$ cat config.mk
export PLATFORM = sky130hd
export DESIGN_NAME = dsm_sequencer_flat
export DESIGN_NICKNAME = d
export VERILOG_FILES = /design/src/rtl/dsm_sequencer_pkg.sv /design/src/rtl/dsm_sequencer_if.sv /design/src/rtl/dsm_dither_lfsr.sv /design/src/rtl/dsm_sequencer.sv /design/src/flat_wrapper.sv
export SDC_FILE = /design/constraint.sdc
export NUM_CORES = 1
export LEC_CHECK = 0
export ABC_AREA = 1
export CAP_MARGIN = 0
export CORE_MARGIN = 8
export CORE_UTILIZATION = 23
export DETAILED_ROUTE_END_ITERATION = 10
export PLACE_DENSITY = 0.41
export SLEW_MARGIN = 40
export SYNTH_ARGS = -nofsm -noshare
export SYNTH_HDL_FRONTEND = slang
export SYNTH_SLANG_ARGS = --single-unit
$ cat constraint.sdc
create_clock -name clock -period 3.8 [get_ports clock]
set_clock_uncertainty 0.15 [all_clocks]
set_input_delay 0.95 -clock clock [delete_from_list [all_inputs] [get_ports clock]]
set_output_delay 0.95 -clock clock [all_outputs]
set_load 0.01 [all_outputs]
$ cat src/rtl/dsm_sequencer_pkg.sv
// Shared types and constants for the delta-sigma modulator sequencer.
package dsm_sequencer_pkg;

  localparam int T_BITS_DEF = 15;

  typedef enum logic [1:0] {
    ST_IDLE    = 2'd0,
    ST_FLUSH   = 2'd1,
    ST_RUN     = 2'd2,
    ST_RECOVER = 2'd3
  } dsm_state_e;

  // Modulator output codes; 2'b10 is never driven but counts as non-zero.
  localparam logic [1:0] PWM_ZERO = 2'b00;
  localparam logic [1:0] PWM_POS  = 2'b01;
  localparam logic [1:0] PWM_NEG  = 2'b11;

  // Galois form of x^16 + x^14 + x^13 + x^11 + 1 (right-shifting).
  localparam logic [15:0] LFSR_TAPS     = 16'hB400;
  localparam logic [15:0] LFSR_SEED_DEF = 16'hACE1;

  function automatic logic [15:0] lfsr_step(input logic [15:0] cur);
    lfsr_step = {1'b0, cur[15:1]} ^ (cur[0] ? LFSR_TAPS : 16'h0000);
  endfunction

endpackage

$ cat src/rtl/dsm_sequencer_if.sv
// Input sample stream (valid/ready) feeding the sequencer.
interface dsm_sequencer_if
  import dsm_sequencer_pkg::*;
#(
  parameter int T_BITS = T_BITS_DEF
);
  logic              s_valid;
  logic              s_ready;
  logic [T_BITS-1:0] s_data;

  modport master (output s_valid, output s_data, input s_ready);
  modport slave  (input s_valid, input s_data, output s_ready);
endinterface

$ cat src/rtl/dsm_dither_lfsr.sv
// Dither source: 16-bit Galois LFSR, top DITH_BITS taken as a signed
// magnitude and sign-extended to the modulator dither width.
// out reflects the LFSR value the register will hold after this clock, so a
// registered copy of out lines up with the LFSR state of the following cycle.
module dsm_dither_lfsr
  import dsm_sequencer_pkg::*;
#(
  parameter int          T_BITS    = T_BITS_DEF,
  parameter int          DITH_BITS = 4,
  parameter logic [15:0] LFSR_SEED = LFSR_SEED_DEF
) (
  input  logic              clock,
  input  logic              reset,
  input  logic              advance,
  input  logic              dith_en,
  output logic [T_BITS-6:0] out
);

  localparam int DW = T_BITS - 5;

  logic [15:0]                 lfsr_q;
  logic [15:0]                 lfsr_d;
  logic signed [DITH_BITS-1:0] mag;

  assign lfsr_d = advance ? lfsr_step(lfsr_q) : lfsr_q;
  assign mag    = lfsr_d[15 -: DITH_BITS];
  assign out    = dith_en ? DW'(mag) : '0;

  // LFSR state; only reset reloads the seed, otherwise it holds when idle.
  always_ff @(posedge clock) begin
    if (reset) lfsr_q <= LFSR_SEED;
    else       lfsr_q <= lfsr_d;
  end

endmodule

$ cat src/rtl/dsm_sequencer.sv
// Sequencer in front of the delta-sigma modulator: holds input samples for
// OSR clocks, drives dither, and sequences modulator reset for start-up flush
// and overload recovery.
//
//   state      | meaning
//   -----------+-----------------------------------------------------------
//   ST_IDLE    | disabled, modulator held in reset
//   ST_FLUSH   | start-up, modulator reset held RST_CYCLES clocks
//   ST_RUN     | streaming samples, overload monitor and dither active
//   ST_RECOVER | after overload trip, modulator reset held RST_CYCLES clocks
module dsm_sequencer
  import dsm_sequencer_pkg::*;
#(
  parameter int          T_BITS     = T_BITS_DEF,
  parameter int          OSR        = 8,
  parameter int          RST_CYCLES = 4,
  parameter int          OVL_LIMIT  = 32,
  parameter int          DITH_BITS  = 4,
  parameter logic [15:0] LFSR_SEED  = LFSR_SEED_DEF
) (
  input  logic              clock,
  input  logic              reset,
  input  logic              en,
  input  logic              dith_en,
  dsm_sequencer_if.slave    s,
  input  logic [1:0]        pwm,
  output logic [T_BITS-1:0] dsm_vin,
  output logic [T_BITS-6:0] dsm_dith,
  output logic              dsm_reset,
  output logic              ovl_event,
  output logic              underrun,
  output logic [7:0]        ovl_count
);

  localparam int OSR_W = $clog2(OSR);
  localparam int RC_W  = (RST_CYCLES > 1) ? $clog2(RST_CYCLES) : 1;
  localparam int OC_W  = $clog2(OVL_LIMIT);
  localparam int DW    = T_BITS - 5;

  dsm_state_e        state_q, state_d;
  logic [RC_W-1:0]   rst_cnt_q, rst_cnt_d;
  logic [OSR_W-1:0]  osr_cnt_q, osr_cnt_d;
  logic [OC_W-1:0]   ovl_cnt_q, ovl_cnt_d;
  logic [1:0]        prev_pwm_q, prev_pwm_d;
  logic [7:0]        ovl_count_q, ovl_count_d;
  logic [T_BITS-1:0] dsm_vin_q, dsm_vin_d;
  logic [DW-1:0]     dsm_dith_q, dsm_dith_d;
  logic              dsm_reset_q, dsm_reset_d;
  logic              ovl_event_q;
  logic              underrun_q, underrun_d;

  logic          in_run;
  logic          slot;
  logic          pwm_nz;
  logic          pwm_same;
  logic          ovl_trip;
  logic          s_ready_c;
  logic          accept;
  logic [DW-1:0] dith_word;

  assign in_run    = (state_q == ST_RUN);
  assign slot      = in_run && (osr_cnt_q == OSR_W'(OSR - 1));
  assign pwm_nz    = (pwm != PWM_ZERO);
  assign pwm_same  = (pwm == prev_pwm_q);
  assign ovl_trip  = in_run && pwm_nz && pwm_same && (ovl_cnt_q == OC_W'(OVL_LIMIT - 1));
  // A tripping clock never offers ready, so a sample is not swallowed by recovery.
  assign s_ready_c = slot && !ovl_trip;
  assign accept    = s_ready_c && s.s_valid;
  assign s.s_ready = s_ready_c;

  dsm_dither_lfsr #(
    .T_BITS    (T_BITS),
    .DITH_BITS (DITH_BITS),
    .LFSR_SEED (LFSR_SEED)
  ) u_dither (
    .clock   (clock),
    .reset   (reset),
    .advance (in_run),
    .dith_en (dith_en),
    .out     (dith_word)
  );

  // Next-state logic for the FSM, the OSR slot counter and the overload monitor.
  always_comb begin
    state_d     = state_q;
    rst_cnt_d   = rst_cnt_q;
    osr_cnt_d   = osr_cnt_q;
    ovl_cnt_d   = ovl_cnt_q;
    prev_pwm_d  = prev_pwm_q;
    ovl_count_d = ovl_count_q;
    case (state_q)
      ST_IDLE: begin
        if (en) begin
          state_d   = ST_FLUSH;
          rst_cnt_d = '0;
        end
      end
      ST_FLUSH, ST_RECOVER: begin
        if (rst_cnt_q == RC_W'(RST_CYCLES - 1)) begin
          state_d    = ST_RUN;
          osr_cnt_d  = OSR_W'(OSR - 1);
          prev_pwm_d = PWM_ZERO;
          ovl_cnt_d  = '0;
        end else begin
          rst_cnt_d = rst_cnt_q + 1'b1;
        end
      end
      ST_RUN: begin
        osr_cnt_d  = slot ? '0 : osr_cnt_q + 1'b1;
        prev_pwm_d = pwm;
        if (!pwm_nz)       ovl_cnt_d = '0;
        else if (pwm_same) ovl_cnt_d = ovl_cnt_q + 1'b1;
        else               ovl_cnt_d = OC_W'(1);
        if (ovl_trip) begin
          state_d   = ST_RECOVER;
          rst_cnt_d = '0;
          if (ovl_count_q != 8'hFF) ovl_count_d = ovl_count_q + 8'd1;
        end
      end
      default: state_d = ST_IDLE;
    endcase
    if (!en) state_d = ST_IDLE;
  end

  // Registered modulator-facing outputs follow the state being entered.
  always_comb begin
    dsm_reset_d = (state_d != ST_RUN);
    underrun_d  = s_ready_c && !s.s_valid;
    dsm_dith_d  = (state_d == ST_RUN) ? dith_word : '0;
    if (state_d != ST_RUN) dsm_vin_d = '0;
    else if (accept)       dsm_vin_d = s.s_data;
    else                   dsm_vin_d = dsm_vin_q;
  end

  // State and output registers with synchronous reset.
  always_ff @(posedge clock) begin
    if (reset) begin
      state_q     <= ST_IDLE;
      rst_cnt_q   <= '0;
      osr_cnt_q   <= '0;
      ovl_cnt_q   <= '0;
      prev_pwm_q  <= PWM_ZERO;
      ovl_count_q <= '0;
      dsm_vin_q   <= '0;
      dsm_dith_q  <= '0;
      dsm_reset_q <= 1'b1;
      ovl_event_q <= 1'b0;
      underrun_q  <= 1'b0;
    end else begin
      state_q     <= state_d;
      rst_cnt_q   <= rst_cnt_d;
      osr_cnt_q   <= osr_cnt_d;
      ovl_cnt_q   <= ovl_cnt_d;
      prev_pwm_q  <= prev_pwm_d;
      ovl_count_q <= ovl_count_d;
      dsm_vin_q   <= dsm_vin_d;
      dsm_dith_q  <= dsm_dith_d;
      dsm_reset_q <= dsm_reset_d;
      ovl_event_q <= ovl_trip;
      underrun_q  <= underrun_d;
    end
  end

  assign dsm_vin   = dsm_vin_q;
  assign dsm_dith  = dsm_dith_q;
  assign dsm_reset = dsm_reset_q;
  assign ovl_event = ovl_event_q;
  assign underrun  = underrun_q;
  assign ovl_count = ovl_count_q;

endmodule

$ cat src/flat_wrapper.sv
// flat-port wrapper written by rule: the top's interface ports become plain ports
module dsm_sequencer_flat import dsm_sequencer_pkg::*;
#(
  parameter int          T_BITS     = T_BITS_DEF,
  parameter int          OSR        = 8,
  parameter int          RST_CYCLES = 4,
  parameter int          OVL_LIMIT  = 32,
  parameter int          DITH_BITS  = 4,
  parameter logic [15:0] LFSR_SEED  = LFSR_SEED_DEF
)
  (clock, reset, en, dith_en, pwm, dsm_vin, dsm_dith, dsm_reset, ovl_event, underrun, ovl_count, s_s_valid, s_s_data, s_s_ready);
  dsm_sequencer_if #(.T_BITS(T_BITS)) s_i ();
  input  logic clock;
  input  logic reset;
  input  logic en;
  input  logic dith_en;
  input  logic [1:0] pwm;
  output logic [T_BITS-1:0] dsm_vin;
  output logic [T_BITS-6:0] dsm_dith;
  output logic dsm_reset;
  output logic ovl_event;
  output logic underrun;
  output logic [7:0] ovl_count;
  input wire logic [$bits(s_i.s_valid)-1:0] s_s_valid;
  input wire logic [$bits(s_i.s_data)-1:0] s_s_data;
  output wire logic [$bits(s_i.s_ready)-1:0] s_s_ready;
  assign s_i.s_valid = s_s_valid;
  assign s_i.s_data = s_s_data;
  assign s_s_ready = s_i.s_ready;
  dsm_sequencer #(.T_BITS(T_BITS), .OSR(OSR), .RST_CYCLES(RST_CYCLES), .OVL_LIMIT(OVL_LIMIT), .DITH_BITS(DITH_BITS), .LFSR_SEED(LFSR_SEED)) u_core (.clock(clock), .reset(reset), .en(en), .dith_en(dith_en), .s(s_i), .pwm(pwm), .dsm_vin(dsm_vin), .dsm_dith(dsm_dith), .dsm_reset(dsm_reset), .ovl_event(ovl_event), .underrun(underrun), .ovl_count(ovl_count));
endmodule
==> flow_results.org <==
** Synth
- Of the total synthesized cell area, the portion taken by AND, OR, NAND and NOR gates is 28.1%.
- The cell area that synthesis handed to floorplanning was 2600 um^2.
- Multiplexer fraction of the synthesized cell area :: 1.54%
- Adder-cell share of the synthesized area :: 2.89%
- Synthesis inferred 60 register bits.
- Compound-Gate Fraction of Synth Area :: 9.48%
- Sequential-to-total area share from yosys stat :: 46.2%
- The synthesized netlist devotes 3.99% of its cell area to XOR and XNOR gates.
- During synthesis, Yosys emitted a total of 0 warnings.
- In the synthesized netlist, the number of instances is 305.
- Main combinational cell family by area after synthesis :: simple AND/OR/NAND/NOR gates
- Nets in the synthesized netlist :: 333
- The synthesized netlist contains 34 unique library cells.
- After synthesis, the mean cell area works out to 8.53 um^2.

** Routing
- Once detail routing completed, the nets flagged for antenna violations numbered 0.
- DR WL/cell :: 12.6 um
- Using the TritonRoute via totals, the vias-per-cell ratio works out to 4.27.
- After the first detailed-routing iteration, the DRC count stood at 172.
- Wirelength, routed :: 6340 um
- The routed layout has 2158 vias.
- Number of detailed-routing iterations run before antenna repair :: 4
- Count of unresolved DRC violations after routing :: 0

** STA
- RSZ-0062 raised after global routing :: false
- Subtracting the final worst setup slack from the clock period gives 3.60 ns.
- Final Hold Violating Endpoints :: 0
- Timing would allow up to 277 MHz.
- The final count of pins violating max slew is 0.
- After layout, the worst path uses 94.8% of the clock period.
- Slew at the pin with the worst max-slew slack :: 0.673 ns
- Setup violations remaining at the end of the flow were counted as 0.
- Setup total negative slack on the finished layout was measured at 0 ns.
- The worst pin sits at a relative slew slack of 55.0%.

** Floorplanning
- The die is 122 um tall.
- In this run the count of I/O pins placed on the die edge is 59.
- Starting Density :: 23.2%
- The floorplan step defined a die boundary enclosing 15000 um^2.
- Core footprint :: 11200 um^2
- The initialized floorplan defines 39 standard-cell rows.
- Die Width :: 122 um

** Final layout
- Layout cells sized above 1 :: 12.7%
- Number of filler instances in the final layout :: 1199
- Cells fill 32.0% of the core in the end.
- After the last flow step, the layout net total stands at 385.
- Registers take 1200 um^2.
- Multi-input logic area :: 1200 um^2
- The library cells used most frequently in the layout, excluding fill and tap cells, are nand2_1, dfxtp_1, clkdlybuf4s50_1.
- From synthesis to final layout, the design area changed by 38.2%.
- The finished cells cover 3590 um^2.
- The repair_antennas step left the layout with diodes totalling 0.

** Critical path
- Largest stage delay on the critical path :: 0.53 ns
- The worst setup path is of the input port to output port kind.
- Worst endpoint data arrival time :: 2.50 ns
- Maximum fanout count along the critical path :: 4
- Worst path required time :: 2.70 ns
- Crit end category :: output port
- Cell mode on critical path :: nand2_1
- Cells along the critical path :: clkdlybuf4s50_1, inv_1, nand2_1, nand2_1, nand4_4, nand2_1, inv_1, clkdlybuf4s50_1
- STA classifies the critical path startpoint as an input port.
- Worst-path cell with the longest stage delay :: clkdlybuf4s50_1

** Clock network
- Clock-pin slew was measured on the worst setup and hold paths at 0.06 ns.
- CTS built an H-tree with a depth of 3.
- TritonCTS built the clock tree.
- Buffer depth of the longest clock path :: 2
- Gates resized during post-CTS repair numbered 0.
- Setup Fix Bufs, Post-CTS :: 0
- Clock latency on the worst-skew pair, taken at its later pin, is 0.32 ns.
- Buffers inserted during clock tree synthesis total 9.
- Clock Root Buffer :: clkbuf_16
- The clock net in this run drives a total of 60 sinks.
- Hold repair after CTS inserted 0 buffers.

** GRT
- Wire length of the first global-routing pass :: 10400 um
- Via count of the first global-routing pass :: 2074
- Gr usage total :: 8.75%
- Pin count of the biggest net entering global routing :: 22
- The number of antenna violations at the first check in global routing was 0.
- Aggregate global routing overflow :: 0

** Placement
- Input and output buffers added on the ports amount to 58.
- Final HPWL DP :: 4430 um
- Routability-driven placement congestion ratio :: 0.697
- Placed inst area :: 3240 um^2

** Pwr
- Static leakage :: 1.34 nW
- Worst-case vdd ir drop :: 203 uV
- Dividing total power by cell area gives a power density of 457 nW/um^2.

** Flow run
- The tool flagged a number of max-cap violations equal to 0.

** Outcome
- Outcome :: finished clean

** Hold path
- Type of the tightest min-delay check :: register to register
worst max-delay path: cells and delay by family:
family / cells / cell delay (ns)
and+or+nand+nor: 4 / 0.38
buffers and inverters: 4 / 1.17
report_power, final:
group / switching, mW / internal [mW] / leakage, nW
clock: 0.294 / 0.658 / 0.169
combinational: 0.0277 / 0.0282 / 0.687
sequential: 0.00252 / 0.633 / 0.484
total: 0.324 / 1.32 / 1.34
cell type report:
class                      instances  area share (%)
clock buffer                      10            6.65
clock inverter                     6            3.10
inverter                          15            1.57
multi-input combinational        209            33.3
sequential                        60            33.4
tap                              143            4.98
timing repair buffer              62            17.0
state kept, by name, indices dropped and copies added, names as in the netlist, 3 cells and up:
register and cells:
u_core.dsm_vin 15, u_core.u_dither.lfsr_q 16, u_core.dsm_dith 4, u_core.ovl_cnt_q 5, u_core.ovl_count 8, u_core.osr_cnt_q 3
layer usage:
| layer | up-vias | track usage, % | part of all wire (%) |
|---|---|---|---|
| met1 | 981 | 10.8 | 47 |
| met3 | 9 | 2.67 | 5.7 |
| met5 | - | 0 | 0 |
| met4 | 0 | 4.11 | 1.5 |
| li1 | 1124 | - | - |
| met2 | 44 | 13.7 | 46 |
stage by stage:
step	instances	hold WS, ns	total power [mW]	worst slack (ns)
after floorplan	305	0.279	0.676	1.01
after global placement	489	0.290	0.706	0.208
after detailed placement	489	0.303	0.706	0.181
after CTS	505	0.313	1.67	0.177
after global routing	505	0.327	1.71	0.0695
final	505	0.310	1.64	0.196
synth_stat cells:
cell / n / area [um^2]
a211oi_2: 1 / 12.5
a21oi_1: 24 / 120
a21oi_2: 6 / 52.6
buf_1: 1 / 3.75
buf_2: 3 / 15.0
buf_4: 7 / 52.6
buf_6: 5 / 56.3
clkbuf_1: 5 / 18.8
clkinv_1: 1 / 3.75
dfxtp_1: 60 / 1200
ha_1: 6 / 75.1
inv_1: 12 / 45.0
inv_2: 2 / 7.51
mux2i_1: 4 / 40.0
nand2_1: 60 / 225
nand2_2: 1 / 6.26
nand2_4: 1 / 11.3
nand3_1: 22 / 110
nand3_2: 3 / 30.0
nand3b_1: 1 / 7.51
nand4_1: 16 / 100
nand4_4: 2 / 42.5
nor2_1: 29 / 109
nor2_2: 1 / 6.26
nor2_4: 1 / 11.3
nor3_1: 4 / 20.0
nor3_2: 4 / 40.0
o211a_1: 1 / 10.0
o21ai_0: 8 / 40.0
o221a_2: 1 / 11.3
or2_2: 2 / 12.5
xnor2_1: 4 / 35.0
xnor2_2: 1 / 16.3
xor2_1: 6 / 52.6
logic make-up (layout without fill, tap and decap cells):
family | after synthesis | in the layout
adder cells (fa/ha/maj) | 6 | 6
AO/OA/AOI/OAI | 41 | 41
XOR/XNOR | 11 | 11
multiplexers | 4 | 4
flip-flops | 60 | 60
AND/OR/NAND/NOR | 147 | 147
buffers and inverters | 36 | 93
worst paths after layout:
path	start	to	slack (ns)	depth (start not counted)
max	pwm[1]	s_s_ready	0.20	8
min	u_core.dsm_vin[8]$_SDFFE_PP0P_	u_core.dsm_vin[8]$_SDFFE_PP0P_	0.31	2
max reg2reg	u_core.ovl_cnt_q[0]$_SDFFE_PP0P_	u_core.dsm_vin[4]$_SDFFE_PP0P_	1.65	9
min reg2reg	u_core.dsm_vin[8]$_SDFFE_PP0P_	u_core.dsm_vin[8]$_SDFFE_PP0P_	0.31	2
(Power assumes the default switching activity.)
